===== src/rtl/ospfb_fft_sequencer.sv =====
// Run-time sequencer for the OSPFB FFT stage: FFT reset, config load, frame watch, resync/fault.
// Define OSPFB_FFT_SEQ_STATS_EN to build live overflow/halt/resync statistics counters.
module ospfb_fft_sequencer #(
    parameter int unsigned FFT_CONF_WID   = 16,
    parameter int unsigned FFT_RST_CYCLES = 2,
    parameter int unsigned FRAME_TIMEOUT  = 4096,
    parameter int unsigned MAX_RETRY      = 3,
    parameter int unsigned CNT_WID        = 16
) (
    input  logic                    clk,
    input  logic                    rst,
    input  logic                    en,
    input  logic [FFT_CONF_WID-2:0] cfg_sched,
    input  logic                    cfg_fwd,
    input  logic                    cfg_update,
    output logic [FFT_CONF_WID-1:0] m_axis_fft_config_tdata,
    output logic                    m_axis_fft_config_tvalid,
    input  logic                    m_axis_fft_config_tready,
    output logic                    fft_aresetn,
    output logic                    ospfb_en,
    input  logic                    event_frame_started,
    input  logic                    event_tlast_unexpected,
    input  logic                    event_tlast_missing,
    input  logic                    event_fft_overflow,
    input  logic                    event_data_in_channel_halt,
    output logic [2:0]              state,
    output logic                    fault,
    output logic [CNT_WID-1:0]      overflow_cnt,
    output logic [CNT_WID-1:0]      halt_cnt,
    output logic [CNT_WID-1:0]      resync_cnt
);

    localparam logic [2:0] IDLE       = 3'd0;
    localparam logic [2:0] FFT_RST    = 3'd1;
    localparam logic [2:0] CONFIG     = 3'd2;
    localparam logic [2:0] WAIT_FRAME = 3'd3;
    localparam logic [2:0] RUN        = 3'd4;
    localparam logic [2:0] RESYNC     = 3'd5;
    localparam logic [2:0] FAULT      = 3'd6;

    localparam int unsigned RST_W = $clog2(FFT_RST_CYCLES + 1);
    localparam int unsigned TMR_W = $clog2(FRAME_TIMEOUT + 1);
    localparam int unsigned RTY_W = $clog2(MAX_RETRY + 1);

    localparam logic [RST_W-1:0] RST_LAST = RST_W'(FFT_RST_CYCLES - 1);
    localparam logic [TMR_W-1:0] TMR_LAST = TMR_W'(FRAME_TIMEOUT - 1);
    localparam logic [RTY_W-1:0] RTY_LAST = RTY_W'(MAX_RETRY - 1);

    logic [2:0]              state_q, state_d;
    logic [RST_W-1:0]        rst_cnt_q, rst_cnt_d;
    logic [TMR_W-1:0]        timer_q, timer_d;
    logic [RTY_W-1:0]        retry_q, retry_d;
    logic                    from_run_q, from_run_d;
    logic [FFT_CONF_WID-1:0] tdata_q, tdata_d;
    logic                    tvalid_q, tvalid_d;
    logic                    aresetn_q, aresetn_d;
    logic                    ospfb_en_q, ospfb_en_d;
    logic                    fault_q, fault_d;

    always_comb begin
        state_d    = state_q;
        rst_cnt_d  = rst_cnt_q;
        timer_d    = timer_q;
        retry_d    = retry_q;
        from_run_d = from_run_q;
        tdata_d    = tdata_q;

        if (!en) begin
            state_d = IDLE;
        end else begin
            case (state_q)
                IDLE: state_d = FFT_RST;
                FFT_RST: begin
                    if (rst_cnt_q == RST_LAST) state_d = CONFIG;
                    else                       rst_cnt_d = rst_cnt_q + 1'b1;
                end
                // Only en=0 may abort a pending handshake.
                CONFIG: begin
                    if (tvalid_q && m_axis_fft_config_tready) begin
                        state_d = from_run_q ? RUN : WAIT_FRAME;
                    end
                end
                WAIT_FRAME: begin
                    if (timer_q == TMR_LAST)       state_d = RESYNC;
                    else if (event_frame_started)  state_d = RUN;
                    else                           timer_d = timer_q + 1'b1;
                end
                RUN: begin
                    if (event_tlast_unexpected || event_tlast_missing) state_d = RESYNC;
                    else if (cfg_update)                               state_d = CONFIG;
                end
                RESYNC: begin
                    if (retry_q == RTY_LAST) begin
                        state_d = FAULT;
                    end else begin
                        retry_d = retry_q + 1'b1;
                        state_d = FFT_RST;
                    end
                end
                FAULT:   state_d = FAULT;
                default: state_d = IDLE;
            endcase
        end

        // State-entry actions.
        if (state_d == FFT_RST && state_q != FFT_RST) rst_cnt_d = '0;
        if (state_d == WAIT_FRAME && state_q != WAIT_FRAME) timer_d = '0;
        if (state_d == CONFIG && state_q != CONFIG) begin
            tdata_d    = {cfg_sched, cfg_fwd};
            from_run_d = (state_q == RUN);
        end
        if (state_d == IDLE) retry_d = '0;

        // Outputs are registered copies of what the next state implies.
        tvalid_d   = (state_d == CONFIG);
        aresetn_d  = (state_d == CONFIG) || (state_d == WAIT_FRAME) || (state_d == RUN);
        ospfb_en_d = (state_d == WAIT_FRAME) || (state_d == RUN) ||
                     (state_d == CONFIG && from_run_d);
        fault_d    = (state_d == FAULT);
    end

    always_ff @(posedge clk or posedge rst) begin
        if (rst) begin
            state_q    <= IDLE;
            rst_cnt_q  <= '0;
            timer_q    <= '0;
            retry_q    <= '0;
            from_run_q <= 1'b0;
            tdata_q    <= '0;
            tvalid_q   <= 1'b0;
            aresetn_q  <= 1'b0;
            ospfb_en_q <= 1'b0;
            fault_q    <= 1'b0;
        end else begin
            state_q    <= state_d;
            rst_cnt_q  <= rst_cnt_d;
            timer_q    <= timer_d;
            retry_q    <= retry_d;
            from_run_q <= from_run_d;
            tdata_q    <= tdata_d;
            tvalid_q   <= tvalid_d;
            aresetn_q  <= aresetn_d;
            ospfb_en_q <= ospfb_en_d;
            fault_q    <= fault_d;
        end
    end

    assign state                    = state_q;
    assign m_axis_fft_config_tdata  = tdata_q;
    assign m_axis_fft_config_tvalid = tvalid_q;
    assign fft_aresetn              = aresetn_q;
    assign ospfb_en                 = ospfb_en_q;
    assign fault                    = fault_q;

`ifdef OSPFB_FFT_SEQ_STATS_EN
    localparam logic [CNT_WID-1:0] CNT_MAX = '1;

    logic [CNT_WID-1:0] overflow_cnt_q, halt_cnt_q, resync_cnt_q;

    always_ff @(posedge clk or posedge rst) begin
        if (rst) begin
            overflow_cnt_q <= '0;
            halt_cnt_q     <= '0;
            resync_cnt_q   <= '0;
        end else begin
            if (state_q == RUN && event_fft_overflow && overflow_cnt_q != CNT_MAX) begin
                overflow_cnt_q <= overflow_cnt_q + 1'b1;
            end
            if (state_q == RUN && event_data_in_channel_halt && halt_cnt_q != CNT_MAX) begin
                halt_cnt_q <= halt_cnt_q + 1'b1;
            end
            if (state_q == RESYNC && resync_cnt_q != CNT_MAX) begin
                resync_cnt_q <= resync_cnt_q + 1'b1;
            end
        end
    end

    assign overflow_cnt = overflow_cnt_q;
    assign halt_cnt     = halt_cnt_q;
    assign resync_cnt   = resync_cnt_q;
`else
    logic unused_stats;
    assign unused_stats = event_fft_overflow ^ event_data_in_channel_halt;

    assign overflow_cnt = '0;
    assign halt_cnt     = '0;
    assign resync_cnt   = '0;
`endif

endmodule


===== config.mk =====
export PLATFORM = sky130hd
export DESIGN_NAME = ospfb_fft_sequencer
export DESIGN_NICKNAME = d
export VERILOG_FILES = /design/src/rtl/ospfb_fft_sequencer.sv
export SDC_FILE = /design/constraint.sdc
export NUM_CORES = 1
export LEC_CHECK = 0
export CAP_MARGIN = 40
export CORE_UTILIZATION = 45
export DETAILED_ROUTE_END_ITERATION = 7
export GPL_TIMING_DRIVEN = 0
export MAX_ROUTING_LAYER = met4
export PLACE_DENSITY = 0.91
export SLEW_MARGIN = 20
export SYNTH_ARGS = -nofsm -noshare
export SYNTH_HDL_FRONTEND = slang
export SYNTH_SLANG_ARGS = --single-unit

===== constraint.sdc =====
create_clock -name clk -period 2.8 [get_ports clk]
set_input_delay 0.56 -clock clk [delete_from_list [all_inputs] [get_ports clk]]
set_output_delay 0.56 -clock clk [all_outputs]
set_load 0.01 [all_outputs]

==> results.md, run 1 <==
- Drc violations: 0
- Worst path cell trace: clkdlybuf4s50_1, nor3b_1, o32a_1, o211ai_2, nor3b_4, buf_12, mux2_4
- Worst-case clock skew: 11.3 ps
- Area share of the leading cell type in the synthesized netlist: 40.1%
- Number of antenna violations at the first check in global routing: 0
- Synthesis warning total: 0
- Unrepaired setup endpoints after global routing: no
- Mean area per synthesized cell: 10.6 um^2
- Fmax: 0.393 GHz
- Post-route standard cell area excluding fillers: 3420 um^2
- Die H: 77.4 um
- TritonCTS Buffers: 5
- Cell area reported after detailed placement: 3310 um^2
- Core footprint: 5510 um^2
- Largest family of logic cells by synthesized area: simple AND/OR/NAND/NOR gates
- Max transition margin: 57.8%
- Top fanout value on the critical path: 10
- Kind of start point of the critical path: input pin
- Final worst setup slack: 255 ps
- Cell type of the slowest stage on the worst timing path: nor3b_4
- Via count of the first global-routing pass: 1771
- Fraction of the cycle the final worst path needs: 90.9%
- Final Hold Fails: 0
- Total global-route track usage: 18.2%
- CTS sink count: 41
- Sequential cell area fraction in the yosys report: 40.1%
- Final #Nets: 371
- Synth-to-layout area growth: 33.7%
- Post-CTS Hold Buffers: 0
- Final-report setup violation count: 0
- Clock root cell: clkbuf_8
- Standard-cell rows: 27
- H-Tree Level Count: 2
- Die area: 5990 um^2
- Port Buf Inserts: 46
- Worst hold slack: 514 ps
- Layout fillers: 433
- Initial cell density of the core: 46.5%
- Post-DR wirelength/cell: 12.4 um
- Result of the run: complete, no violations
- Arrival time of data at the critical path endpoint: 2730 ps
- Overall routed net length: 5.16 mm
- Skew-Pair Late Insertion Delay: 310 ps
- Total congestion overflow after global routing: 0
- Class of the tightest hold or removal check: reg2reg
- Final instance count without filler cells: 415
- Synthesized instance count: 241
- Count of final max-slew check failures: 0
- Die extent in x: 77.4 um
- Cell type with the highest aggregate area in the netlist: dfrtp_1
- Iteration-0 DRC count of the detailed router: 84
- Largest buffer count on any clock path: 2
- Number of different library cells in the post-synthesis netlist: 53
- Total iterations of the first detailed-routing run: 4
- Register bit total from synthesis: 41
- Element type at the critical path end: register
- WP data required: 2990 ps
- Final critical-path required period: 2540 ps
- Commonest register cell after synthesis: dfrtp_1
- Transition time of the tightest slew-check pin: 623 ps
- Area of the mapped netlist: 2560 um^2
- Worst setup timing slack at the placement stage: -23.4 ps
- Count of cells resized by post-cts repair: 0
- Maximum number of pins on one net before global-route repair: 29
- Util after Layout: 62.1%
- Classification of the worst setup path: in2reg
- Post-synthesis xor/xnor area fraction: 4.11%
- Highest ir drop seen on vdd: 486 uV
- Portion of netlist area occupied by mux cells: 8.75%
- Final weighted congestion in routability-driven placement: 0.847
- CTS clock-pin slew for the worst setup and hold paths: 80 ps
- Commonest cells in the synthesized netlist: buf_4 (49), dfrtp_1 (41), nor2_1 (23), xnor2_1 (10)
- Compound-gate portion of the synthesized area: 7.04%
- Number of nets with antenna violations after detailed routing: 0
- Power density over cell area: 668 nW/um^2
- Number of flops mapped to enable cells by yosys: 0
- I/O pin cnt: 97
- Hpwl dp: 3.89 mm
- Adder-cell share of the synthesized area: 1.47%
- Leakage power: 1.62 nW
- Setup repair bufs after CTS: 0
- Detail-routed via count per cell: 4.66
- Ratio of cells with drive above 1 in the final layout: 27.1%
- Max-capacitance violation count: 0
- Simple-Gate Fraction of Synth Area: 21.4%
- Most frequent cell after synthesis: buf_4
- Ranking of synthesized cells by area: dfrtp_1 (40%), buf_4 (14%), mux2_4 (5.3%), xnor2_1 (3.4%), nor2_1 (3.4%)
- Ant. Diodes: 0
- TritonCTS clock tree: yes
- First-pass GRT wire length: 8.29 mm
- Vias after detailed routing: 1933
- Crit-path max cell delay: 500 ps
- Count of placed standard cells including taps: 407
- Fraction of registers with async set or reset after synthesis: 100%
final timing paths:
check	start	to	slack, ps	cells after the start
max in group asynchronous	rst	timer_q[12]	1820	3
setup / recovery	cfg_update	m_axis_fft_config_tdata[13]	260	7
min in group asynchronous	rst	rst_cnt_q[1]	530	2
setup reg to reg	timer_q[0]	m_axis_fft_config_tdata[13]	380	7
hold / removal	m_axis_fft_config_tdata[5]	m_axis_fft_config_tdata[5]	510	1
hold reg to reg	m_axis_fft_config_tdata[5]	m_axis_fft_config_tdata[5]	510	1
flip-flops by register name, indices dropped and copies added (netlist names), 2 cells and up:
signal                   cells
rst_cnt_q                    2
retry_q                      2
state                        3
timer_q                     13
m_axis_fft_config_tdata     16
logic make-up after synthesis:
| group | count (synthesis) |
|---|---|
| and+or+nand+nor | 85 |
| buffers and inverters | 60 |
| DFF | 41 |
| AOI/OAI and AO/OA | 22 |
| muxes | 17 |
| xor gates and xnor gates | 12 |
| adders and majority gates | 3 |
| other | 1 |
worst max-delay path, delay by kind of cell:
kind / cells / cell delay (ps)
simple gates: 2 / 700
buf+inv: 2 / 690
compound gates: 2 / 470
mux: 1 / 310
cells in the final DEF (no fill, tap or decap), types with 3 or more instances in the layout:
cell and instances:
xnor2_1 10, inv_1 5, nand3_1 6, nand2_1 7
nor2_1 23, mux2_2 7, conb_1 48, a21oi_1 5
nand2b_1 4, dfrtp_1 41, nor4b_1 3, mux2_4 9
nor3_1 9, buf_4 49, nor3b_1 6, clkbuf_8 5
o21ai_0 3, buf_2 3, clkdlybuf4s50_1 46, nor4_1 3
ha_1 3
power by group:
group	total [W]	switching, W	internal (W)
Clock	0.000487	0.000220	0.000267
Sequential	0.000848	0.0000973	0.000750
Combinational	0.000950	0.000384	0.000566
Total	0.00228	0.000701	0.00158
per-stage QoR:
| step | TNS (ps) | power [W] |
|---|---|---|
| final | 0 | 0.00228 |
| after global routing | 0 | 0.00241 |
| after CTS | 0 | 0.00229 |
| after detailed placement | -153 | 0.00180 |
| after global placement | 0 | 0.00177 |
| after floorplan | 0 | 0.00141 |
metal layers:
layer | global-route usage (%) | wire (um)
met1 | 21.2 | 2040
met5 | - | 0
met3 | 5.53 | 393
met2 | 29.5 | 2610
met4 | 6.60 | 110
cell type report:
| class | count | area (um^2) | area share [%] |
|---|---|---|---|
| sequential | 41 | 1030 | 30.0 |
| tap | 72 | 90.1 | 2.63 |
| timing repair buffer | 47 | 480 | 14.0 |
| buffer | 54 | 414 | 12.1 |
| clock inverter | 3 | 46.3 | 1.35 |
| clock buffer | 5 | 68.8 | 2.01 |
| multi-input combinational | 187 | 1270 | 37.2 |
| inverter | 6 | 22.5 | 0.658 |
(Power assumes the default switching activity.)
==> run 2: changes to the inputs <==
Settings changed: CAP_MARGIN 40 to default, SLEW_MARGIN 20 to default.
==> run 2 against run 1 <==
- final cell count fell by 0.24%
- register-to-register slack improved by 20 ps
- critical path type unchanged
- cell area fell by 0.59%
- global-route usage fell by 0.88 points
- via count fell by 2.0%
- routed wire length fell by 5.0%
- non-clock buffer count fell by 1
==> results.md, run 2 (same netlist as run 1, synthesis figures left out) <==
- TritonCTS clock tree: yes
- Final weighted congestion in routability-driven placement: 0.847
- FF-to-FF End: m_axis_fft_config_tdata[12]
- Design internal power: 0.00158 W
- Ratio of cells with drive above 1 in the final layout: 26.9%
- Power density over cell area: 665 nW/um^2
- Sequential fraction of design power: 37.4%
- Total global-route track usage: 17.3%
- Synth-to-layout area growth: 32.9%
- Via count of the first global-routing pass: 1760
- Hpwl dp: 3.77 mm
- Fmax: 0.400 GHz
- Die area: 5990 um^2
- TritonCTS Buffers: 5
- Final total negative setup slack: 0 ps
- Switching Share: 30.1%
- Util after Layout: 61.8%
- Clock root cell: clkbuf_8
- I/O pin cnt: 97
- Maximum number of pins on one net before global-route repair: 42
- Die extent in x: 77.4 um
- Share of total power in combinational logic: 41.4%
- Arrival time of data at the critical path endpoint: 2680 ps
- Max FFs per register: 16
- Worst hold start: m_axis_fft_config_tdata[5]
- Total iterations of the first detailed-routing run: 4
- Cell count of the worst hold path: 1
- Max transition margin: 44.8%
- Fraction of power consumed by the clock network: 21.1%
- Post-CTS Hold Buffers: 0
- Vias after detailed routing: 1894
- WP data required: 2980 ps
- Overall power of the completed layout: 0.00226 W
- Area occupied by multi-input gates: 1270 um^2
- Number of antenna violations at the first check in global routing: 0
- Critical register-to-register path startpoint: timer_q[0]
- R2R Setup Slk: 400 ps
- Net switching component of the power: 0.000681 W
- Skew-Pair Late Insertion Delay: 300 ps
- Final-report setup violation count: 0
- Drc violations: 0
- Post-DR wirelength/cell: 11.8 um
- Top library cells by usage in the layout, fill and taps aside: buf_4 (49), conb_1 (48), clkdlybuf4s50_1 (46), dfrtp_1 (41), nor2_1 (23)
- Launch point of the critical path: cfg_update
- Worst hold slack: 513 ps
- Transition time of the tightest slew-check pin: 827 ps
- Detail-routed via count per cell: 4.57
- Final #Nets: 370
- Register-to-Register Path Depth: 7
- Kind of start point of the critical path: input pin
- CTS clock-pin slew for the worst setup and hold paths: 80 ps
- Iteration-0 DRC count of the detailed router: 72
- Layout fillers: 433
- Worst Hold End: m_axis_fft_config_tdata[5]
- Highest ir drop seen on vdd: 540 uV
- Worst-case clock skew: 6.15 ps
- CTS sink count: 41
- Result of the run: complete, no violations
- Setup repair bufs after CTS: 0
- Top fanout value on the critical path: 10
- Initial cell density of the core: 46.5%
- Core footprint: 5510 um^2
- Leakage power: 1.61 nW
- Most common cell after layout, fill and taps aside: buf_4
- Number of nets with antenna violations after detailed routing: 0
- Class of the tightest hold or removal check: reg2reg
- Largest buffer count on any clock path: 2
- Total congestion overflow after global routing: 0
- Final Hold Fails: 0
- Cell type of the slowest stage on the worst timing path: nor3b_4
- Critical path depth in cells: 7
- Count of cells resized by post-cts repair: 0
- Standard-cell rows: 27
- Worst path cell trace: clkdlybuf4s50_1, nor3b_1, o32a_1, o211ai_2, nor3b_4, buf_12, mux2_4
- Fraction of the cycle the final worst path needs: 89.3%
- Unrepaired setup endpoints after global routing: no
- First-pass GRT wire length: 7.91 mm
- H-Tree Level Count: 2
- Count of final max-slew check failures: 0
- Sequential cell area: 1030 um^2
- Number of buffers and inverters on the critical path: 2
- Port Buf Inserts: 46
- Crit-path max cell delay: 500 ps
- Die H: 77.4 um
- Classification of the worst setup path: in2reg
- Element type at the critical path end: register
- Family with the most delay on the worst path: simple AND/OR/NAND/NOR gates
- Overall routed net length: 4.90 mm
- Final critical-path required period: 2500 ps
- Ant. Diodes: 0
- Max-capacitance violation count: 0
==> run 2: routing by layer <==
metal	vias to the layer above	GRT usage [%]	share of wire [%]
li1	945	-	-
met3	4	4.71	6.0
met2	66	29.6	51
met1	879	19.6	42
met4	0	5.28	1.2
met5	-	-	0
==> run 2: metrics by stage <==
step	instance area, um^2	instances	worst slack [ps]
2_1_floorplan	2740	288	677
3_3_place_gp	3290	406	32.0
3_5_place_dp	3290	406	-15.8
4_1_cts	3400	414	307
5_1_grt	3400	414	253
6_report	3400	414	301
==> run 2: worst max-delay path by stage <==
| stage | to | slack (ps) |
|---|---|---|
| 2_1_floorplan | m_axis_fft_config_tdata[10] | 680 |
| 3_3_place_gp | m_axis_fft_config_tdata[14] | 30 |
| 3_5_place_dp | m_axis_fft_config_tdata[12] | -20 |
| 4_1_cts | m_axis_fft_config_tdata[12] | 310 |
| 5_1_grt | m_axis_fft_config_tdata[14] | 250 |
| 6_report | m_axis_fft_config_tdata[12] | 300 |
==> run 2: area by class of cell <==
type,instances,area share (%)
multi-input cells,187,37.4
flip-flops and latches,41,30.2
repair buffers,46,13.5
plain buffers,54,12.2
well taps,72,2.65
clock buffers,5,2.02
clock inverters,3,1.36
inverters,6,0.662
==> run 2: power by group through the flow <==
stage / clock [W] / sequential (W) / combinational, W
2_1_floorplan: 0 / 0.000909 / 0.000502
3_3_place_gp: 0 / 0.000849 / 0.000919
3_5_place_dp: 0 / 0.000855 / 0.000934
4_1_cts: 0.000488 / 0.000846 / 0.000938
5_1_grt: 0.000512 / 0.000870 / 0.00100
6_report: 0.000478 / 0.000847 / 0.000937
